<file path="src/rtl/arb_input_buffer.sv">
// arb_input_buffer
// Per-input flit FIFOs in front of an external round-robin arbiter.
// Each input owns a DEPTH-entry FIFO; non-empty FIFOs raise req while the
// single output slot can take a flit. A qualified grant pops the FIFO head
// into the registered output slot one cycle later.
//
// Optional feature: define ARB_IBUF_CHECK_EN to build a sticky grant
// protocol checker driving err. Without it err is tied low and no checker
// logic exists.
module arb_input_buffer #(
    parameter int N     = 8,
    parameter int W     = 16,
    parameter int DEPTH = 4,
    parameter int AW    = 2
) (
    input  logic           clk,
    input  logic           reset,
    input  logic [N-1:0]   in_valid,
    input  logic [N*W-1:0] in_data,
    output logic [N-1:0]   in_ready,
    output logic [N-1:0]   req,
    input  logic [N-1:0]   grant,
    input  logic           anyGrant,
    output logic           out_valid,
    output logic [W-1:0]   out_data,
    output logic [N-1:0]   out_src,
    input  logic           out_ready,
    output logic           err
);

    localparam logic [AW:0] DEPTH_C = (AW+1)'(DEPTH);

    logic           slot_free;
    logic [N-1:0]   push;
    logic [N-1:0]   pop;
    logic [W-1:0]   head_data [N];
    logic [W-1:0]   pop_data;

    logic           out_valid_reg;
    logic [W-1:0]   out_data_reg;
    logic [N-1:0]   out_src_reg;

    // The output slot can take a new flit when empty or being drained now.
    assign slot_free = ~out_valid_reg | out_ready;

    genvar gi;
    generate
        for (gi = 0; gi < N; gi++) begin : g_fifo
            logic [W-1:0]  mem_reg [DEPTH];
            logic [AW-1:0] wr_ptr_reg;
            logic [AW-1:0] rd_ptr_reg;
            logic [AW:0]   count_reg;
            logic [AW:0]   count_next;

            // Ready comes from the count register only: a full FIFO never
            // accepts, even when it is being popped in the same cycle.
            assign in_ready[gi]  = (count_reg != DEPTH_C);
            assign req[gi]       = (count_reg != '0) & slot_free;
            assign push[gi]      = in_valid[gi] & in_ready[gi];
            // Grant bits without a matching request are ignored.
            assign pop[gi]       = anyGrant & grant[gi] & req[gi];
            assign head_data[gi] = mem_reg[rd_ptr_reg];

            // Flit storage write; contents are not reset.
            always_ff @(posedge clk) begin
                if (push[gi]) begin
                    mem_reg[wr_ptr_reg] <= in_data[gi*W +: W];
                end
            end

            // Occupancy update; push and pop together leave it unchanged.
            always_comb begin
                count_next = count_reg;
                case ({push[gi], pop[gi]})
                    2'b10:   count_next = count_reg + 1'b1;
                    2'b01:   count_next = count_reg - 1'b1;
                    default: count_next = count_reg;
                endcase
            end

            // Pointer and count registers; pointers wrap modulo DEPTH.
            always_ff @(posedge clk or negedge reset) begin
                if (!reset) begin
                    wr_ptr_reg <= '0;
                    rd_ptr_reg <= '0;
                    count_reg  <= '0;
                end else begin
                    if (push[gi]) wr_ptr_reg <= wr_ptr_reg + 1'b1;
                    if (pop[gi])  rd_ptr_reg <= rd_ptr_reg + 1'b1;
                    count_reg <= count_next;
                end
            end
        end
    endgenerate

    // Select the popped head; with a legal one-hot grant exactly one term is set.
    always_comb begin
        pop_data = '0;
        for (int i = 0; i < N; i++) begin
            if (pop[i]) pop_data = pop_data | head_data[i];
        end
    end

    // Output slot: load on pop, clear once consumed, otherwise hold.
    always_ff @(posedge clk or negedge reset) begin
        if (!reset) begin
            out_valid_reg <= 1'b0;
            out_data_reg  <= '0;
            out_src_reg   <= '0;
        end else if (|pop) begin
            out_valid_reg <= 1'b1;
            out_data_reg  <= pop_data;
            out_src_reg   <= pop;
        end else if (out_ready) begin
            out_valid_reg <= 1'b0;
        end
    end

    assign out_valid = out_valid_reg;
    assign out_data  = out_data_reg;
    assign out_src   = out_src_reg;

`ifdef ARB_IBUF_CHECK_EN
    logic err_reg;
    logic grant_bad;

    // A live grant must be one-hot and land on a requesting input.
    assign grant_bad = anyGrant &
                       (((grant & (grant - 1'b1)) != '0) |
                        (grant == '0) |
                        ((grant & ~req) != '0));

    // Sticky error flag, cleared only by reset.
    always_ff @(posedge clk or negedge reset) begin
        if (!reset) begin
            err_reg <= 1'b0;
        end else if (grant_bad) begin
            err_reg <= 1'b1;
        end
    end

    assign err = err_reg;
`else
    assign err = 1'b0;
`endif

endmodule

</file>
<file path="config.mk">
export PLATFORM = sky130hd
export DESIGN_NAME = arb_input_buffer
export DESIGN_NICKNAME = d
export VERILOG_FILES = /design/src/rtl/arb_input_buffer.sv
export SDC_FILE = /design/constraint.sdc
export NUM_CORES = 1
export LEC_CHECK = 0
export ABC_AREA = 1
export ABC_CLOCK_PERIOD_IN_PS = 2100
export CORE_MARGIN = 3
export CORE_UTILIZATION = 58
export DETAILED_ROUTE_END_ITERATION = 16
export DONT_BUFFER_PORTS = 1
export PLACE_DENSITY = 0.72
export SLEW_MARGIN = 10
export SYNTH_ARGS = -nofsm -noshare
export SYNTH_HDL_FRONTEND = slang
export SYNTH_SLANG_ARGS = --single-unit
</file>
<file path="constraint.sdc">
create_clock -name clk -period 2.1 [get_ports clk]
set_input_delay 0.21 -clock clk [delete_from_list [all_inputs] [get_ports clk]]
set_output_delay 0.21 -clock clk [all_outputs]
set_load 0.02 [all_outputs]
</file>
==> results.ini <==
[synth]
synthTopCellsByCount = 907 x nand2_1, 576 x inv_1, 512 x edfxtp_1, 279 x nand3_1, 82 x nor2_1
ys_seq_area_share_pct = 64.8
syn_inst = 2707
syn_area_sq_mm = 0.0268
synthArstFlopShare_pct = 13.7
syn_area_per_cell_sq_um = 9.91
synth_ff_type = edfxtp_1
synth_warnings = 0
yosys.area.top_type_share_pct = 57.3
ys_ff_latch = 593
synthTopCellsByArea = edfxtp_1 57%, nand2_1 13%, inv_1 8.1%
post-synth-top-count-cell = nand2_1
synth_edf_count = 512
synth_largest_area_cell = edfxtp_1
ys_types = 27
synth_nets = 2903

[grt]
grt.overflow.total = 0
grtUsageTotal_pct = 26.1
grt_max_degree = 82
grt_pass1_vias = 18200
grt_pass1_wl_um = 99600
antenna_found_initial = 5

[clock_tree]
numCtsBuffers = 58
root_buffer = clkbuf_16
cts_buffer_depth = 3
cts_tree = built
clkSinkCount = 593
cts-htree-levels = 2
clock_latency_ns = 0.61
clk_pin_slew_ns = 0.07
cts_setup_buffers = 0

[finish]
fill_cells = 3269
fin_nets = 3117
syn2layout_area_growth_pct = 16.3
largest_register_ffs = 512
finalInstanceArea_sq_mm = 0.0312
drive_gt1_share_pct = 8.03

[floorplan]
die_h_um = 221
num_rows = 78
dieArea_sq_mm = 0.0489
io_pins = 190
start_util_pct = 58.9
core_sq_mm = 0.0456
die_w_um = 221

[drt]
drtAntennaViolNets = 0
post_drt_wl_per_cell_um = 18.0
viasPerCell = 5.15
vias = 18400
drt_wl_total_um = 64300
drt_pass1_iterations = 5
post-route-drc-count = 0
drtIter0Drc = 1661

[timing]
min_period_ns = 1.98
rsz0062_at_grt = false
max_slew.worst_pin.slew_ns = 0.718
finalHoldViolCount = 0
relSlewSlack_pct = 51.8
tns_ns = 0
fmax_mhz = 504
setup_viol = 0
clock_skew_ns = 0.0298
drv_slew = 0
fin_crit_sh_pct = 94.5

[setup_path]
crit_required_ns = 2.59
critPathTopFamily = adder cells
cp.arrival_ns = 2.48
cp_cell_sequence = nand2_4 > buf_12 > nand3_2 > inv_2 > ha_1 > inv_1 > fa_1 > a21oi_1 > o21ai_1 > xor2_1
slowest_stage = dfrtp_2
end_kind = register
crit_path_max_fanout = 9
cp_num_buf_inv = 3
critPathMaxStageDelay_ns = 0.42
startpoint_type = register
worstSetupPathType = register to register

[place]
place_congestion = 0.842
place_area_sq_mm = 0.0279
hpwl_um = 42400
io_buffers = 0

[flow_run]
maxCapViolCount = 0

[power]
leakage_nw = 14.6
ir_drop_v = 0.000947
p_per_area_mw_per_mm2 = 1330
fin_total_pwr_mw = 41.5

[run_status]
outcome = complete, no violations

[hold_path]
hold_class = primary input to register

==> power breakdown <==
group	switching (mW)	internal, mW
Combinational	9.76	4.42
Sequential	1.37	15.7
Clock	4.35	5.90
Total	15.5	26.0
==> layout by cell type (no fill, tap or decap), types with 32 or more instances in the layout <==
cell / netlist / routed
edfxtp_1: 512 / 512
inv_1: 576 / 576
ha_1: 40 / 40
nor2_1: 82 / 81
dfrtp_1: 81 / 80
clkbuf_16: 0 / 58
xor2_1: 32 / 32
nand3_1: 279 / 279
dlygate4sd3_1: 0 / 144
nand2_1: 907 / 907
buf_4: 7 / 99
==> metrics by stage <==
| step | hold slack [ns] | std cells | setup slack (ns) | util (%) |
|---|---|---|---|---|
| after floorplan | -0.0856 | 2707 | 0.00130 | - |
| after global placement | -0.0746 | 3315 | 0.186 | 61.2 |
| after global routing | 0.0950 | 3568 | 0.0149 | 68.5 |
| after detailed placement | -0.0744 | 3315 | 0.119 | 61.2 |
| after CTS | 0.0423 | 3565 | 0.0413 | 68.5 |
| final | 0.0759 | 3570 | 0.116 | 68.5 |
==> worst reg2reg max path: stages (launching register included) <==
cell and delay, ns:
dfrtp_2 0.42, nand2_4 0.11, buf_12 0.15, nand3_2 0.09, inv_2 0.07, ha_1 0.13
inv_1 0.07, fa_1 0.40, a21oi_1 0.18, o21ai_1 0.09, xor2_1 0.15
==> metal layers <==
metal	routed length (um)	up-vias	track usage (%)	share of wire (%)
li1	-	8821	-	-
met1	25400	8774	33.8	40
met2	31600	659	44.5	49
met3	5000	117	4.88	7.8
met4	2230	4	9.33	3.5
met5	21	-	0	0.033
==> final cells by class <==
| type | count | area [sq um] | area share [%] |
|---|---|---|---|
| Inverter | 597 | 2240 | 7.18 |
| Sequential cell | 593 | 17400 | 55.7 |
| Multi-Input combinational cell | 1422 | 6660 | 21.3 |
| Timing Repair Buffer | 249 | 2300 | 7.38 |
| Antenna cell | 5 | 12.5 | 0.0401 |
| Clock inverter | 38 | 373 | 1.19 |
| Tap cell | 600 | 751 | 2.40 |
| Clock buffer | 66 | 1480 | 4.74 |
==> cell families after synthesis <==
family                     share of synthesized area, %
and+or+nand+nor                                    20.4
buffers and inverters                              10.4
DFF                                                64.8
adders and majority gates                          2.46
xor gates and xnor gates                           1.31
AOI/OAI and AO/OA                                 0.597
other                                            0.0140
==> what timing repair did <==
action | in CTS | in global routing
setup endpoints to repair | 0 | 3
hold buffers | 146 | 0
resized for setup | 0 | 4
endpoints found under the hold margin | 627 | 0
==> path summary, 6_finish.rpt <==
kind / start / end / slack [ns] / cells past startpoint
max: out_valid$_DFFE_PN0P_ / g_fifo[6].count_reg[2]$_DFFE_PN0P_ / 0.12 / 10
min: grant[0] / g_fifo[0].count_reg[0]$_DFFE_PN0P_ / 0.08 / 4
max reg2reg: out_valid$_DFFE_PN0P_ / g_fifo[6].count_reg[2]$_DFFE_PN0P_ / 0.12 / 10
min reg2reg: g_fifo[0].count_reg[0]$_DFFE_PN0P_ / g_fifo[0].count_reg[0]$_DFFE_PN0P_ / 0.48 / 1
max in group asynchronous: reset / g_fifo[6].rd_ptr_reg[0]$_DFFE_PN0P_ / 1.51 / 2
min in group asynchronous: reset / g_fifo[0].wr_ptr_reg[1]$_DFFE_PN0P_ / 0.24 / 2
No activity file was read; power rests on OpenSTA's default activity.
